`src/rtl/seg7_pkg.sv`:
```
// Shared constants and types for the four-digit seven-segment scanner.
// Segment patterns are active-low {g,f,e,d,c,b,a}; anodes are active-low.
package seg7_pkg;

   localparam logic [6:0] SEG_0    = 7'b1000000;
   localparam logic [6:0] SEG_1    = 7'b1111001;
   localparam logic [6:0] SEG_2    = 7'b0100100;
   localparam logic [6:0] SEG_3    = 7'b0110000;
   localparam logic [6:0] SEG_4    = 7'b0011001;
   localparam logic [6:0] SEG_5    = 7'b0010010;
   localparam logic [6:0] SEG_6    = 7'b0000010;
   localparam logic [6:0] SEG_7    = 7'b1111000;
   localparam logic [6:0] SEG_8    = 7'b0000000;
   localparam logic [6:0] SEG_9    = 7'b0010000;
   localparam logic [6:0] SEG_DASH = 7'b0111111;
   localparam logic [6:0] SEG_OFF  = 7'b1111111;

   localparam logic [3:0] AN_OFF   = 4'b1111;

   typedef enum logic {
      PH_BLANK,
      PH_ON
   } slot_ph_t;

endpackage

```
`src/rtl/seg7_decode.sv`:
```
// Combinational digit decoder: 4-bit value to active-low segment pattern.
// Ports: val (digit value in), seg (pattern out, dash for values above 9).
module seg7_decode
   import seg7_pkg::*;
(
   input  logic [3:0] val,
   output logic [6:0] seg
);

   always_comb begin
      seg = SEG_DASH;
      unique case (val)
         4'd0:    seg = SEG_0;
         4'd1:    seg = SEG_1;
         4'd2:    seg = SEG_2;
         4'd3:    seg = SEG_3;
         4'd4:    seg = SEG_4;
         4'd5:    seg = SEG_5;
         4'd6:    seg = SEG_6;
         4'd7:    seg = SEG_7;
         4'd8:    seg = SEG_8;
         4'd9:    seg = SEG_9;
         default: seg = SEG_DASH;
      endcase
   end

endmodule

```
`src/rtl/seg7_scan.sv`:
```
// Four-digit multiplexed common-anode display driver for a mm:ss counter pair.
// Ports: CLK, RESET (sync, active-low), ENABLE, SEC10/SEC6/MIN10/MIN6 digits,
// BLINK per-digit, LZB; outputs SEG, DP, AN (all active-low), FRAME pulse.
module seg7_scan
   import seg7_pkg::*;
#(
   parameter int SCAN_DIV  = 50000,
   parameter int BLANK_CYC = 16,
   parameter int BLINK_DIV = 250
) (
   input  logic       CLK,
   input  logic       RESET,
   input  logic       ENABLE,
   input  logic [3:0] SEC10,
   input  logic [2:0] SEC6,
   input  logic [3:0] MIN10,
   input  logic [2:0] MIN6,
   input  logic [3:0] BLINK,
   input  logic       LZB,
   output logic [6:0] SEG,
   output logic       DP,
   output logic [3:0] AN,
   output logic       FRAME
);

   localparam int SW = (SCAN_DIV  > 1) ? $clog2(SCAN_DIV)  : 1;
   localparam int FW = (BLINK_DIV > 1) ? $clog2(BLINK_DIV) : 1;

   // slot/dig name the position whose outputs are produced at the next edge
   logic [SW-1:0]   slot, slot_n;
   logic [1:0]      dig, dig_n;
   logic [FW-1:0]   fcnt, fcnt_n;
   logic            phase, phase_n;
   logic [3:0][3:0] shd, shd_n;

   logic [6:0]      seg_n;
   logic            dp_n;
   logic [3:0]      an_n;
   logic            frame_n;

   slot_ph_t        ph;
   logic            vis;
   logic [6:0]      dec;

   seg7_decode u_dec (
      .val (shd[dig]),
      .seg (dec)
   );

   always_comb begin
      slot_n  = slot;
      dig_n   = dig;
      fcnt_n  = fcnt;
      phase_n = phase;
      shd_n   = shd;
      an_n    = AN_OFF;
      seg_n   = SEG_OFF;
      dp_n    = 1'b1;

      frame_n = (slot == '0) && (dig == 2'd0);
      if (frame_n)
         shd_n = {{1'b0, MIN6}, MIN10, {1'b0, SEC6}, SEC10};

      if (slot == SW'(SCAN_DIV - 1)) begin
         slot_n = '0;
         dig_n  = dig + 2'd1;
         // blink bookkeeping at the frame boundary
         if (dig == 2'd3) begin
            if (fcnt == FW'(BLINK_DIV - 1)) begin
               fcnt_n  = '0;
               phase_n = ~phase;
            end else begin
               fcnt_n  = fcnt + FW'(1);
            end
         end
      end else begin
         slot_n = slot + SW'(1);
      end

      ph  = (slot < SW'(BLANK_CYC)) ? PH_BLANK : PH_ON;
      vis = ENABLE && (ph == PH_ON)
            && !(BLINK[dig] && !phase)
            && !((dig == 2'd3) && LZB && (shd[3] == 4'd0));

      if (vis) begin
         an_n  = ~(4'b0001 << dig);
         seg_n = dec;
      end
      if (ENABLE && (ph == PH_ON) && (dig == 2'd2) && phase)
         dp_n = 1'b0;
   end

   always_ff @(posedge CLK) begin
      if (!RESET) begin
         slot  <= '0;
         dig   <= 2'd0;
         fcnt  <= '0;
         phase <= 1'b1;
         shd   <= '0;
         SEG   <= SEG_OFF;
         DP    <= 1'b1;
         AN    <= AN_OFF;
         FRAME <= 1'b0;
      end else begin
         slot  <= slot_n;
         dig   <= dig_n;
         fcnt  <= fcnt_n;
         phase <= phase_n;
         shd   <= shd_n;
         SEG   <= seg_n;
         DP    <= dp_n;
         AN    <= an_n;
         FRAME <= frame_n;
      end
   end

endmodule

```
`config.mk`:
```
export PLATFORM = sky130hd
export DESIGN_NAME = seg7_scan
export DESIGN_NICKNAME = d
export VERILOG_FILES = /design/src/rtl/seg7_pkg.sv /design/src/rtl/seg7_decode.sv /design/src/rtl/seg7_scan.sv
export SDC_FILE = /design/constraint.sdc
export NUM_CORES = 1
export LEC_CHECK = 0
export BUFFER_PORTS_ARGS = -buffer_cell sky130_fd_sc_hd__buf_2
export CORE_MARGIN = 4
export CORE_UTILIZATION = 32
export CTS_CLUSTER_DIAMETER = 40
export DETAILED_ROUTE_END_ITERATION = 8
export SLEW_MARGIN = 0
export SYNTH_ARGS = -nofsm -noshare
export SYNTH_HDL_FRONTEND = slang
export SYNTH_HIERARCHICAL = 1
export SYNTH_SLANG_ARGS = --single-unit
```
`constraint.sdc`:
```
create_clock -name CLK -period 2.3 [get_ports CLK]
set_input_delay 0.46 -clock CLK [delete_from_list [all_inputs] [get_ports CLK]]
set_output_delay 0.46 -clock CLK [all_outputs]
set_load 0.005 [all_outputs]
```
Word-level counts from Yosys, hierarchy flattened --
Memory sizes are Yosys's and may differ from the RTL's. A register that Yosys moved wholly into a read port is not among the register bits. Cells that the tools add are included.
Word-level totals: word-level logic and storage cells 52, input port bits 22, output and inout bits 13, register bits after elaboration 47, memories kept 1, bits in writable memories 0, ROM bits 112, bits in latches 0
Operators by class: $lt $le $gt $ge 2, eq/ne operators 4, mux-type cells 7, multiply operators 0, $add $sub $neg 3, shift operators 1, reduce and logical (&&, ||, !) cells 20, bitwise logic cells 3, divide/modulo/power cells 0
Memories:
- (name not given) | depth 16, bits a word 7, rd ports 1, clocked after memory_dff 1, wr ports 0, RTL line seg7_decode.sv:12 | unique case (val)
Operator list (number):
- 16-bit by 1-bit adder with 16-bit output (second input constant) | 1
- 16-bit == test (second input constant) | 1
- 16-bit logical NOT | 1
- 16-bit by 5-bit < comparator with 1-bit output (second input constant) | 1
- 1-bit logical AND | 9
- 8-bit by 1-bit adder with 8-bit output (second input constant) | 1
- 4-bit binary-select mux with 2-bit select | 1
- 8-bit == test (second input constant) | 1
- 8-bit two-way mux | 1
- 2-bit == test (second input constant) | 2
- 1-bit logical NOT | 4
- 4-bit logical NOT | 1
- 4-bit two-way mux | 1
- 4-bit inverter | 1
- 2-bit AND reduction | 2
- 1-bit by 2-bit left shift with 4-bit output (first input constant) | 1
- 2-bit by 3-bit < comparator with 1-bit output (second input constant) | 1
- 1-bit two-way mux | 3
- 3-bit AND reduction | 1
- 2-bit by 1-bit adder with 2-bit output (second input constant) | 1
- 1-bit binary-select mux with 2-bit select | 1
- 2-bit logical NOT | 1
- 1-bit inverter | 2
- 2-bit OR reduction | 1

Depth between registers and ports, before layout --
depth after elaboration 8, mapped depth 8, mapped depth without buffers 6

Cells and area by module --
Netlist, hierarchy kept.
By module, submodules not included:
- seg7_scan | area an instance 2383.5 sq um, sequential area each 1081.0 sq um, cells each 258, instances 1
- seg7_decode | area an instance 230.2 sq um, sequential area each 0.0 sq um, cells each 31, instances 1

Least setup slack after synthesis --
OpenSTA, ideal clock, no wires.
path type reg-to-reg, from register dig[0], to register fcnt[5], stages on the path, launching flop included 7, library setup time 72 ps, clock period less this slack 2422 ps, path slack -122 ps, required time 2228 ps, path buffers 1, arrival time 2350 ps, cell sequence dfxtp_1 > ha_1 > or4b_2 > or4_1 > buf_2 > or4_1 > a21oi_1
On the way: longest elaborated chain between the ends 2
Ends and longest elaborated chain:
- start: declaration | RTL line seg7_scan.sv:31 | logic [1:0] dig, dig_n;
- start signal: assignment | RTL line seg7_scan.sv:106 | dig <= dig_n;
- 2-bit == test | RTL line seg7_scan.sv:68 | if (dig == 2'd3) begin
- 2-bit AND reduction (no line)
- end signal: assignment | RTL line seg7_scan.sv:107 | fcnt <= fcnt_n;
- end: declaration | RTL line seg7_scan.sv:32 | logic [FW-1:0] fcnt, fcnt_n;
No other way between the ends. A chain may end at the register's enable or synchronous reset.

Final worst setup path --
from register slot[4], to register fcnt[5]
On the way: longest elaborated chain between the ends 2
Ends and longest elaborated chain:
- start: declaration | RTL line seg7_scan.sv:30 | logic [SW-1:0] slot, slot_n;
- start signal: assignment | RTL line seg7_scan.sv:105 | slot <= slot_n;
- 16-bit == test | RTL line seg7_scan.sv:64 | if (slot == SW'(SCAN_DIV - 1)) begin
- 2-bit AND reduction (no line)
No other way between the ends.

==> flow_summary.ini <==
[power]
powerDensity_mw_per_mm2 = 583.9
p_leak_nw = 1.166
ir_worst_vdd_uv = 348.7
power_mw = 1.817

[floorplan]
die_h_um = 98.38
rows = 32
dieWidth_um = 98.38
start_util_pct = 33.31
ioPinCount = 35
dieArea_mm2 = 0.009678
core_area_mm2 = 0.007848

[worst_setup_path]
worstPathArrival_ns = 2.42
crit_path_end_kind = flop
cp_max_fo = 4
startpoint_type = flop
cp.required_ns = 2.55
critical_path_class = flop to flop

[yosys]
yosysTopAreaCellShare_pct = 41.36
async_flop_share_pct = 0
syn_inst = 289
synth_area_mm2 = 0.002614
yosysSeqAreaShare_pct = 41.36
synth_edf_count = 0
avgSynthCellArea_um2 = 9.044
synth.area.top_cells = dfxtp_1 41%, ha_1 6.2%, nand3_1 5.7%, o21ai_0 4.4%, a21boi_0 3.7%
synth_seq_cells = 54
yosysTopAreaCell = dfxtp_1
synth_top_flop_cell = dfxtp_1
synth_warnings = 6
ys_types = 46
syn-num-nets = 324

[grt]
grt_pass1_wl_mm = 9.646
grt_overflow = 0
grt_max_degree = 22
grt_antenna_before_repair = 0
grt_use_total_pct = 12.10
grt_pass1_vias = 1995

[layout]
finish.utilization_pct = 39.65
area_growth_pct = 19.05
layout-drive-gt1-share_pct = 22.73
final_cells = 432
multi_input_area_mm2 = 0.001445
stdcell_area_mm2 = 0.003112
nFillCells = 792
regArea_mm2 = 0.001086
fin_nets = 364
antennaDiodeCount = 0

[place]
dp_cells = 423
dpl.hpwl_mm = 4.134
place_congestion = 0.7729
postPlaceCellArea_mm2 = 0.002972
pre_cts_slack_ns = -0.02976
io_buffers = 34

[timing]
setup_violations = 0
hold_viol_final = 0
period_minus_slack_ns = 2.164
rsz0062_at_grt = false
period_share_pct = 94.08
setup_slack_ns = 0.1361
slew-limit-headroom_pct = 59.95
maxSlewViolCount = 0
fmax_ghz = 0.4621
fin_worst_skew_ns = 0.007166
tightest_slew_ns = 0.5975

[route]
antenna_left = 0
vias = 2147
wl_per_cell_um = 12.88
drc = 0
wl_met1_mm = 2.672
dr.pass1.iters = 4
via_per_inst = 4.970
drt_iter0_drc = 74
wl_met2_mm = 2.573
met3WireLength_um = 261
wirelength_mm = 5.563
highest_layer = met4

[clocking]
numCtsBuffers = 5
clock_latency_ns = 0.30
cts_hold_buf = 0
cts_tree = done
h-tree-depth = 2
clockBufferDepth = 2
clk_pin_slew_ns = 0.10
cts_sinks = 54
root_buffer = clkbuf_8

[job]
maxCapViolations = 0

[run_status]
outcome = complete, no violations

[worst_hold_path]
worstHoldPathType = primary input to flop
[worst paths after layout]
check / start / to / slack [ns] / cells past startpoint
worst max-delay path: slot[4] / fcnt[5] / 0.14 / 4
worst max register to register: slot[4] / fcnt[5] / 0.14 / 4
worst min register to register: phase / DP / 0.46 / 1
worst min-delay path: SEC10[2] / shd[2] / 0.40 / 3
[kinds of logic after synthesis]
kind of cell,share of synthesized area (%)
fa+ha+maj,6.223
flops,41.36
compound gates,12.88
mux,4.596
buf+inv,4.595
xor+xnor,4.356
simple gates,25.99
[synthesized netlist by cell type, types with 9 or more instances]
library cell   n
inv_1         11
a21boi_0      13
nand2_1       10
a21oi_1       12
nand3_1       30
xor2_1         9
nor2_1        18
clkbuf_1      11
o21ai_0       23
dfxtp_1       54
ha_1          13
or3_1         10
[routing by layer]
| layer | up-vias | track usage, % |
|---|---|---|
| li1 | 1111 | - |
| met2 | 39 | 19.19 |
| met3 | 4 | 3.357 |
| met5 | - | 0 |
| met4 | 0 | 3.782 |
| met1 | 993 | 15.99 |
[stage by stage]
step | setup TNS (ns) | hold slack [ns]
after global placement | 0 | 0.4246
after CTS | 0 | 0.3905
after floorplan | 0 | 0.3863
after global routing | 0 | 0.3863
after detailed placement | -0.1340 | 0.4291
final | 0 | 0.3981
[where the power goes]
part	internal, mW	leakage (nW)	switching (mW)
sequential	0.963	0.440	0.0173
clock	0.327	0.0585	0.317
combinational	0.0910	0.668	0.102
[worst max-delay path, stage by stage (launching register included)]
cell and delay [ns]:
dfxtp_1 0.32, or4_4 0.56, or4_4 0.57, or4_1 0.54
a21oi_2 0.12
[cells in the final DEF, fill, tap and decap left out, types with 4 or more instances in the layout]
master	synthesis	routed
o21ai_0	23	23
nand3b_1	7	7
ha_1	13	12
nand4_1	8	8
mux4_2	4	4
xor2_1	9	9
or4_1	5	4
dfxtp_1	54	52
nand2_1	10	10
or3_1	10	10
a21boi_0	13	13
clkbuf_8	0	5
a21oi_1	12	10
and3_1	5	5
nor2_1	18	18
buf_2	2	34
nand3_1	30	30
buf_4	0	13
inv_1	11	11
xnor2_1	4	4
[flip-flops by register name, summed over array words and instances (netlist names)]
name,cells
slot,16
shd,14
fcnt,8
SEG,7
AN,4
dig,2
DP,1
FRAME,1
phase,1
[repair_timing]
item | 4_1_cts | 5_1_grt
endpoints found under the setup margin | 1 | 16
buffers inserted | 0 | 1
gates resized for setup | 1 | 4
pin swaps | 0 | 2
[area by class of cell]
cell class / instances / area share (%)
Tap cell: 102 / 4.101
Clock buffer: 5 / 2.212
Sequential cell: 54 / 34.90
Timing Repair Buffer: 49 / 9.610
Multi-Input combinational cell: 208 / 46.44
Clock inverter: 3 / 1.407
Inverter: 11 / 1.327
Power figures use the tool's default switching activity.
